$ cat src/rtl/bfp_shift_ctrl_if.sv
// Block-floating-point shift controller bus: sample stream in, shift control and exponent out.
// The master drives the samples and block control; the slave is the controller.
interface bfp_shift_ctrl_if #(
  parameter int DATA_WIDTH = 20,
  parameter int LEN_WIDTH  = 10,
  parameter int EXP_WIDTH  = 8
) ();
  logic                  block_start;
  logic [LEN_WIDTH-1:0]  block_len;
  logic                  data_valid;
  logic [DATA_WIDTH-1:0] data_in;
  logic                  exp_clear;
  logic                  busy;
  logic                  shift_valid;
  logic [3:0]            shift_bit;
  logic [EXP_WIDTH-1:0]  exp_acc;
  logic                  overflow;

  modport master (
    output block_start, block_len, data_valid, data_in, exp_clear,
    input  busy, shift_valid, shift_bit, exp_acc, overflow
  );

  modport slave (
    input  block_start, block_len, data_valid, data_in, exp_clear,
    output busy, shift_valid, shift_bit, exp_acc, overflow
  );
endinterface

$ cat src/rtl/bfp_shift_ctrl.sv
// Tracks the peak magnitude of a block and issues the smallest round-shift (0..10)
// that fits it into OUT_WIDTH bits, plus a saturating running exponent.
module bfp_shift_ctrl #(
  parameter int DATA_WIDTH = 20,
  parameter int OUT_WIDTH  = 10,
  parameter int LEN_WIDTH  = 10,
  parameter int EXP_WIDTH  = 8
) (
  input logic              clk,
  input logic              rst_b,
  bfp_shift_ctrl_if.slave  bus
);

  localparam int MAX_SHIFT = 10;
  localparam int CNT_W     = LEN_WIDTH + 1;
  localparam logic [DATA_WIDTH:0] FIT_MAX = (DATA_WIDTH+1)'((1 << OUT_WIDTH) - 1);

  typedef enum logic [1:0] {IDLE, COLLECT, CALC} state_t;

  state_t                state, state_nxt;
  logic [DATA_WIDTH-1:0] peak;
  logic [CNT_W-1:0]      cnt;
  logic [CNT_W-1:0]      target;
  logic                  last_smp;
  logic [3:0]            shift_calc;
  logic                  ovf_calc;
  logic                  vld_p0;
  logic [3:0]            shift_p0;
  logic                  ovf_p0;
  logic                  shift_valid_q;
  logic [3:0]            shift_bit_q;
  logic                  blk_ovf_q;
  logic [EXP_WIDTH-1:0]  exp_acc_q;
  logic                  overflow_q;

  // Returns {overflow, shift}: smallest s whose rounded peak fits, else MAX_SHIFT with overflow.
  function automatic logic [4:0] calc_shift(input logic [DATA_WIDTH-1:0] pk);
    logic [DATA_WIDTH:0] rnd;
    logic [3:0]          sh;
    logic                found;
    sh    = 4'(MAX_SHIFT);
    found = 1'b0;
    for (int s = MAX_SHIFT; s >= 1; s--) begin
      rnd = {1'b0, pk >> s} + (DATA_WIDTH+1)'(pk[s-1]);
      if (rnd <= FIT_MAX) begin
        sh    = 4'(s);
        found = 1'b1;
      end
    end
    if ({1'b0, pk} <= FIT_MAX) begin
      sh    = 4'd0;
      found = 1'b1;
    end
    return {~found, sh};
  endfunction

  function automatic logic [EXP_WIDTH-1:0] sat_add(input logic [EXP_WIDTH-1:0] a,
                                                   input logic [3:0]           b);
    logic [EXP_WIDTH:0] sum;
    sum = {1'b0, a} + (EXP_WIDTH+1)'(b);
    return sum[EXP_WIDTH] ? {EXP_WIDTH{1'b1}} : sum[EXP_WIDTH-1:0];
  endfunction

  assign last_smp = ((cnt + CNT_W'(1)) == target);
  assign {ovf_calc, shift_calc} = calc_shift(peak);

  always_ff @(posedge clk or negedge rst_b) begin
    if (!rst_b) state <= IDLE;
    else        state <= state_nxt;
  end

  always_comb begin
    state_nxt = state;
    case (state)
      IDLE:    if (bus.block_start)              state_nxt = COLLECT;
      COLLECT: if (bus.data_valid && last_smp)   state_nxt = CALC;
      CALC:                                      state_nxt = IDLE;
      default:                                   state_nxt = IDLE;
    endcase
  end

  // Collect stage: block_len of 0 maps to 2^LEN_WIDTH via the extra top bit.
  always_ff @(posedge clk or negedge rst_b) begin
    if (!rst_b) begin
      peak   <= '0;
      cnt    <= '0;
      target <= '0;
    end else if (state == IDLE && bus.block_start) begin
      peak   <= '0;
      cnt    <= '0;
      target <= {(bus.block_len == '0), bus.block_len};
    end else if (state == COLLECT && bus.data_valid) begin
      if (bus.data_in > peak) peak <= bus.data_in;
      cnt <= cnt + CNT_W'(1);
    end
  end

  // p0: shift computed during CALC
  always_ff @(posedge clk or negedge rst_b) begin
    if (!rst_b) vld_p0 <= 1'b0;
    else        vld_p0 <= (state == CALC);
  end

  always_ff @(posedge clk) begin
    shift_p0 <= shift_calc;
    ovf_p0   <= ovf_calc;
  end

  // p1: issued shift and its block overflow flag
  always_ff @(posedge clk or negedge rst_b) begin
    if (!rst_b) begin
      shift_valid_q <= 1'b0;
      shift_bit_q   <= '0;
      blk_ovf_q     <= 1'b0;
    end else begin
      shift_valid_q <= vld_p0;
      if (vld_p0) begin
        shift_bit_q <= shift_p0;
        blk_ovf_q   <= ovf_p0;
      end
    end
  end

  // p2: exponent and sticky overflow; a coincident clear acts before the add
  always_ff @(posedge clk or negedge rst_b) begin
    if (!rst_b) begin
      exp_acc_q  <= '0;
      overflow_q <= 1'b0;
    end else if (shift_valid_q) begin
      exp_acc_q  <= bus.exp_clear ? EXP_WIDTH'(shift_bit_q) : sat_add(exp_acc_q, shift_bit_q);
      overflow_q <= bus.exp_clear ? blk_ovf_q : (overflow_q | blk_ovf_q);
    end else if (bus.exp_clear) begin
      exp_acc_q  <= '0;
      overflow_q <= 1'b0;
    end
  end

  assign bus.busy        = (state != IDLE);
  assign bus.shift_valid = shift_valid_q;
  assign bus.shift_bit   = shift_bit_q;
  assign bus.exp_acc     = exp_acc_q;
  assign bus.overflow    = overflow_q;

endmodule

$ cat src/flat_wrapper.sv
// flat-port wrapper written by rule: the top's interface ports become plain ports
module bfp_shift_ctrl_flat 
#(
  parameter int DATA_WIDTH = 20,
  parameter int OUT_WIDTH  = 10,
  parameter int LEN_WIDTH  = 10,
  parameter int EXP_WIDTH  = 8
)
  (clk, rst_b, bus_block_start, bus_block_len, bus_data_valid, bus_data_in, bus_exp_clear, bus_busy, bus_shift_valid, bus_shift_bit, bus_exp_acc, bus_overflow);
  bfp_shift_ctrl_if #(.DATA_WIDTH(DATA_WIDTH), .LEN_WIDTH(LEN_WIDTH), .EXP_WIDTH(EXP_WIDTH)) bus_i ();
  input logic clk;
  input logic rst_b;
  input wire logic [$bits(bus_i.block_start)-1:0] bus_block_start;
  input wire logic [$bits(bus_i.block_len)-1:0] bus_block_len;
  input wire logic [$bits(bus_i.data_valid)-1:0] bus_data_valid;
  input wire logic [$bits(bus_i.data_in)-1:0] bus_data_in;
  input wire logic [$bits(bus_i.exp_clear)-1:0] bus_exp_clear;
  output wire logic [$bits(bus_i.busy)-1:0] bus_busy;
  output wire logic [$bits(bus_i.shift_valid)-1:0] bus_shift_valid;
  output wire logic [$bits(bus_i.shift_bit)-1:0] bus_shift_bit;
  output wire logic [$bits(bus_i.exp_acc)-1:0] bus_exp_acc;
  output wire logic [$bits(bus_i.overflow)-1:0] bus_overflow;
  assign bus_i.block_start = bus_block_start;
  assign bus_i.block_len = bus_block_len;
  assign bus_i.data_valid = bus_data_valid;
  assign bus_i.data_in = bus_data_in;
  assign bus_i.exp_clear = bus_exp_clear;
  assign bus_busy = bus_i.busy;
  assign bus_shift_valid = bus_i.shift_valid;
  assign bus_shift_bit = bus_i.shift_bit;
  assign bus_exp_acc = bus_i.exp_acc;
  assign bus_overflow = bus_i.overflow;
  bfp_shift_ctrl #(.DATA_WIDTH(DATA_WIDTH), .OUT_WIDTH(OUT_WIDTH), .LEN_WIDTH(LEN_WIDTH), .EXP_WIDTH(EXP_WIDTH)) u_core (.clk(clk), .rst_b(rst_b), .bus(bus_i));
endmodule
$ cat config.mk
export PLATFORM = sky130hd
export DESIGN_NAME = bfp_shift_ctrl_flat
export DESIGN_NICKNAME = d
export VERILOG_FILES = /design/src/rtl/bfp_shift_ctrl_if.sv /design/src/rtl/bfp_shift_ctrl.sv /design/src/flat_wrapper.sv
export SDC_FILE = /design/constraint.sdc
export NUM_CORES = 1
export LEC_CHECK = 0
export CAP_MARGIN = 20
export CORE_MARGIN = 3
export CORE_UTILIZATION = 30
export DETAILED_ROUTE_END_ITERATION = 8
export SLEW_MARGIN = 10
export SYNTH_ARGS = -nofsm -noshare
export SYNTH_HDL_FRONTEND = slang
export SYNTH_SLANG_ARGS = --single-unit
$ cat constraint.sdc
create_clock -name clk -period 3.6 [get_ports clk]
set_input_delay 0.54 -clock clk [delete_from_list [all_inputs] [get_ports clk]]
set_output_delay 0.54 -clock clk [all_outputs]
set_load 0.05 [all_outputs]
==> reports/results.txt <==
Status: finished, final reports clean
Final Hold Fails: 0
GRT Util Overall: 14.4%
Crit path DAT: 3.30 ns
Min-delay worst type: in2async
Syn nets: 604
Max Cap Viol: 0
Fin crit share: 85.6%
TritonCTS clock tree: built
Vias: 4043
Wirelength per Cell: 15.4 microns
I/O pin count: 50
Synthesized area per cell: 8.99 sq um
Crit end category: flop
Total die area: 17200 sq um
Count of input and output buffers: 49
Std-Cell Rows: 45
DRT Wirelength: 12.1 mm
Crit path max fanout: 16
Core Region: 15300 sq um
Fin. max-slew vios: 0
Worst setup path startpoint: u_core.peak[17]
Post CTS Setup Buffer Count: 0
Worst Setup Path Type: reg2reg
Post-synth EDFFs: 0
Seq/Total Area, Yosys: 34.1%
# hold bufs at CTS: 0
Setup TNS: 0 ns
Vias per inst: 5.16
Top cell type by total area after synthesis: dfrtp_1
Worst IR drop on VDD: 0.282 mV
H-tree levels: 3
Clock Skews: 0.00659 ns
Post-CTS resize count: 0
Layout fillers: 1540
Post-Synth XOR/XNOR Area: 5.40%
Pwr per Cell Area: 690 nW/um^2
Worst-Margin Slew: 0.736 ns
Drt pass-1 iters: 5
Ant. Diodes: 0
Slowest CP cell: dfrtp_1
Yosys cell types: 56
RSZ-0062 raised after global routing: false
Async SR Flop Fraction: 92.3%
Syn-to-layout area delta: 22.1%
Slowest stage delay, CP: 0.69 ns
Clk sink count: 65
Nature of the critical path startpoint: flop
Largest net degree at the start of global routing: 26
Commonest non-fill, non-tap cells in the layout: dfrtp_1 (60), nor2_1 (49), clkdlybuf4s50_1 (48), ha_1 (45), o21ai_0 (39)
First-pass GRT wire length: 20.6 mm
Cts bufs inserted: 9
Post-synthesis compound-gate area fraction: 14.6%
Simple-gate share of the synthesized area: 20.0%
Maximum clock rate: 324 MHz
Relative slew slack: 49.7%
Die X: 131 microns
Yosys reg bits: 65
Clk_lat worst skew: 0.33 ns
Cell area after synthesis: 4700 sq um
Cells after Synth: 523
Post-detail-place hpwl: 9.40 mm
Worst-path cell chain: inv_1 > ha_1 > nand4_1 > or4_1 > a21oi_1 > nor2_1 > a211oi_2 > buf_4 > mux2_2
RePlAce Congestion: 0.894
Final setup violating endpoints: 0
Synth Area in Adders: 12.4%
Clock period minus worst slack: 3.08 ns
Mux cell area share after synthesis: 8.75%
Total power: 3.96 mW
Worst Path Required: 3.81 ns
DRT iter0 DRCs: 209
Root Buffer: clkbuf_16
# DRC: 0
Main combinational cell family by area after synthesis: simple AND/OR/NAND/NOR gates
Remaining antenna violation count: 0
Most area-consuming cells after synthesis: dfrtp_1 (32%), ha_1 (12%), mux2_2 (7.9%)
Clk buf depth: 2
Initial antenna violation count: 0
Reg clk slew, reported paths: 0.06 ns
Commonest non-fill, non-tap cell in the layout: dfrtp_1
Die H: 131 microns
Yosys top cell area share: 31.9%
Net count, final: 648
Vias in the first global route: 4012
Initial Util: 30.8%
Reg2reg start: u_core.peak[17]
Layout cells sized above 1: 11.7%
Grt ovf: 0
Ys Warns: 0
Top FF cell, synth: dfrtp_1
Lkg Pwr: 2.40 nW
[metal layers]
layer | global-route usage [%] | part of all wire (%) | vias to the layer above
li1 | - | - | 1968
met1 | 20.5 | 49 | 1943
met2 | 22.0 | 45 | 118
met3 | 2.76 | 4.6 | 14
met4 | 4.43 | 1.5 | 0
met5 | 0 | 0 | -
[through the flow]
step           hold slack [ns]  utilization, %  setup WS, ns  cell area, sq um  cells
6_report                 0.114            37.6         0.518              5740    783
5_1_grt                  0.132            37.6         0.334              5740    783
4_1_cts                  0.118            37.6         0.529              5740    783
3_5_place_dp             0.430            35.5         0.370              5420    767
3_3_place_gp             0.421            35.5         0.395              5420    767
2_1_floorplan            0.244               -         0.838              4700    523
[worst paths after layout]
| check | slack, ns | endpoint | cells after the start |
|---|---|---|---|
| worst max-delay path | 0.52 | u_core.peak[11] | 9 |
| worst min-delay path | 0.11 | u_core.state[1] | 1 |
| worst max register to register | 0.52 | u_core.peak[11] | 9 |
| worst min register to register | 0.45 | u_core.bus.shift_bit[1] | 2 |
| max in group asynchronous | 2.81 | u_core.peak[3] | 2 |
| min in group clk | 0.45 | u_core.bus.shift_bit[1] | 2 |
[critical path: cells and delay by family, from the launching register on]
| kind | cells | cell delay [ns] |
|---|---|---|
| multiplexers | 1 | 0.37 |
| flip-flops | 1 | 0.69 |
| adder cells (fa/ha/maj) | 1 | 0.33 |
| AO/OA/AOI/OAI | 2 | 0.36 |
| AND/OR/NAND/NOR | 3 | 0.79 |
| buffers and inverters | 2 | 0.43 |
[Yosys cell counts (2+ instances only)]
cell	n
a2111oi_0	2
a211o_1	2
a211oi_1	6
a21o_1	6
a21oi_1	14
a22oi_1	3
a31oi_1	8
and2_1	2
and3_1	10
and4_1	3
buf_1	2
buf_2	6
buf_4	2
clkbuf_1	15
dfrtp_1	60
dfxtp_1	5
ha_1	45
inv_1	31
mux2_2	33
mux2i_1	4
nand2_1	30
nand2b_1	5
nand3_1	24
nand4_1	17
nor2_1	50
nor2b_1	7
nor3_1	15
nor4_1	6
o211ai_1	2
o21a_1	4
o21ai_0	39
o21bai_1	2
o22ai_1	2
o31a_1	2
o31ai_1	7
or2_2	2
or3_1	3
or4_1	2
xnor2_1	19
xor2_1	10
[cell families (layout without fill, tap and decap cells)]
group                      after synthesis  after routing
DFF                                     65             65
xor gates and xnor gates                29             29
buffers and inverters                   56            105
adders and majority gates               46             46
and+or+nand+nor                        183            183
AOI/OAI and AO/OA                      107            107
muxes                                   37             37
[where the power goes]
| group | switching [mW] | leakage (nW) | internal (mW) |
|---|---|---|---|
| combinational | 0.974 | 1.44 | 0.784 |
| clock | 0.317 | 0.159 | 0.623 |
| sequential | 0.307 | 0.806 | 0.954 |
[area by class of cell]
class,count,area [sq um],area share [%]
repair buffers,58,553,9.64
flip-flops and latches,65,1600,27.9
inverters,31,116,2.03
clock inverters,5,78.8,1.37
clock buffers,11,243,4.23
multi-input cells,402,2880,50.2
well taps,211,264,4.60
[sequential cells by signal, summed over array words and instances (netlist names)]
signal,count
u_core.ovf_p0,1
u_core.bus.overflow,1
u_core.peak,20
u_core.state,2
u_core.target,11
u_core.cnt,11
u_core.blk_ovf_q,1
u_core.bus.shift_valid,1
u_core.bus.exp_acc,8
u_core.bus.shift_bit,4
u_core.shift_p0,4
u_core.vld_p0,1
No activity file was read; power rests on OpenSTA's default activity.
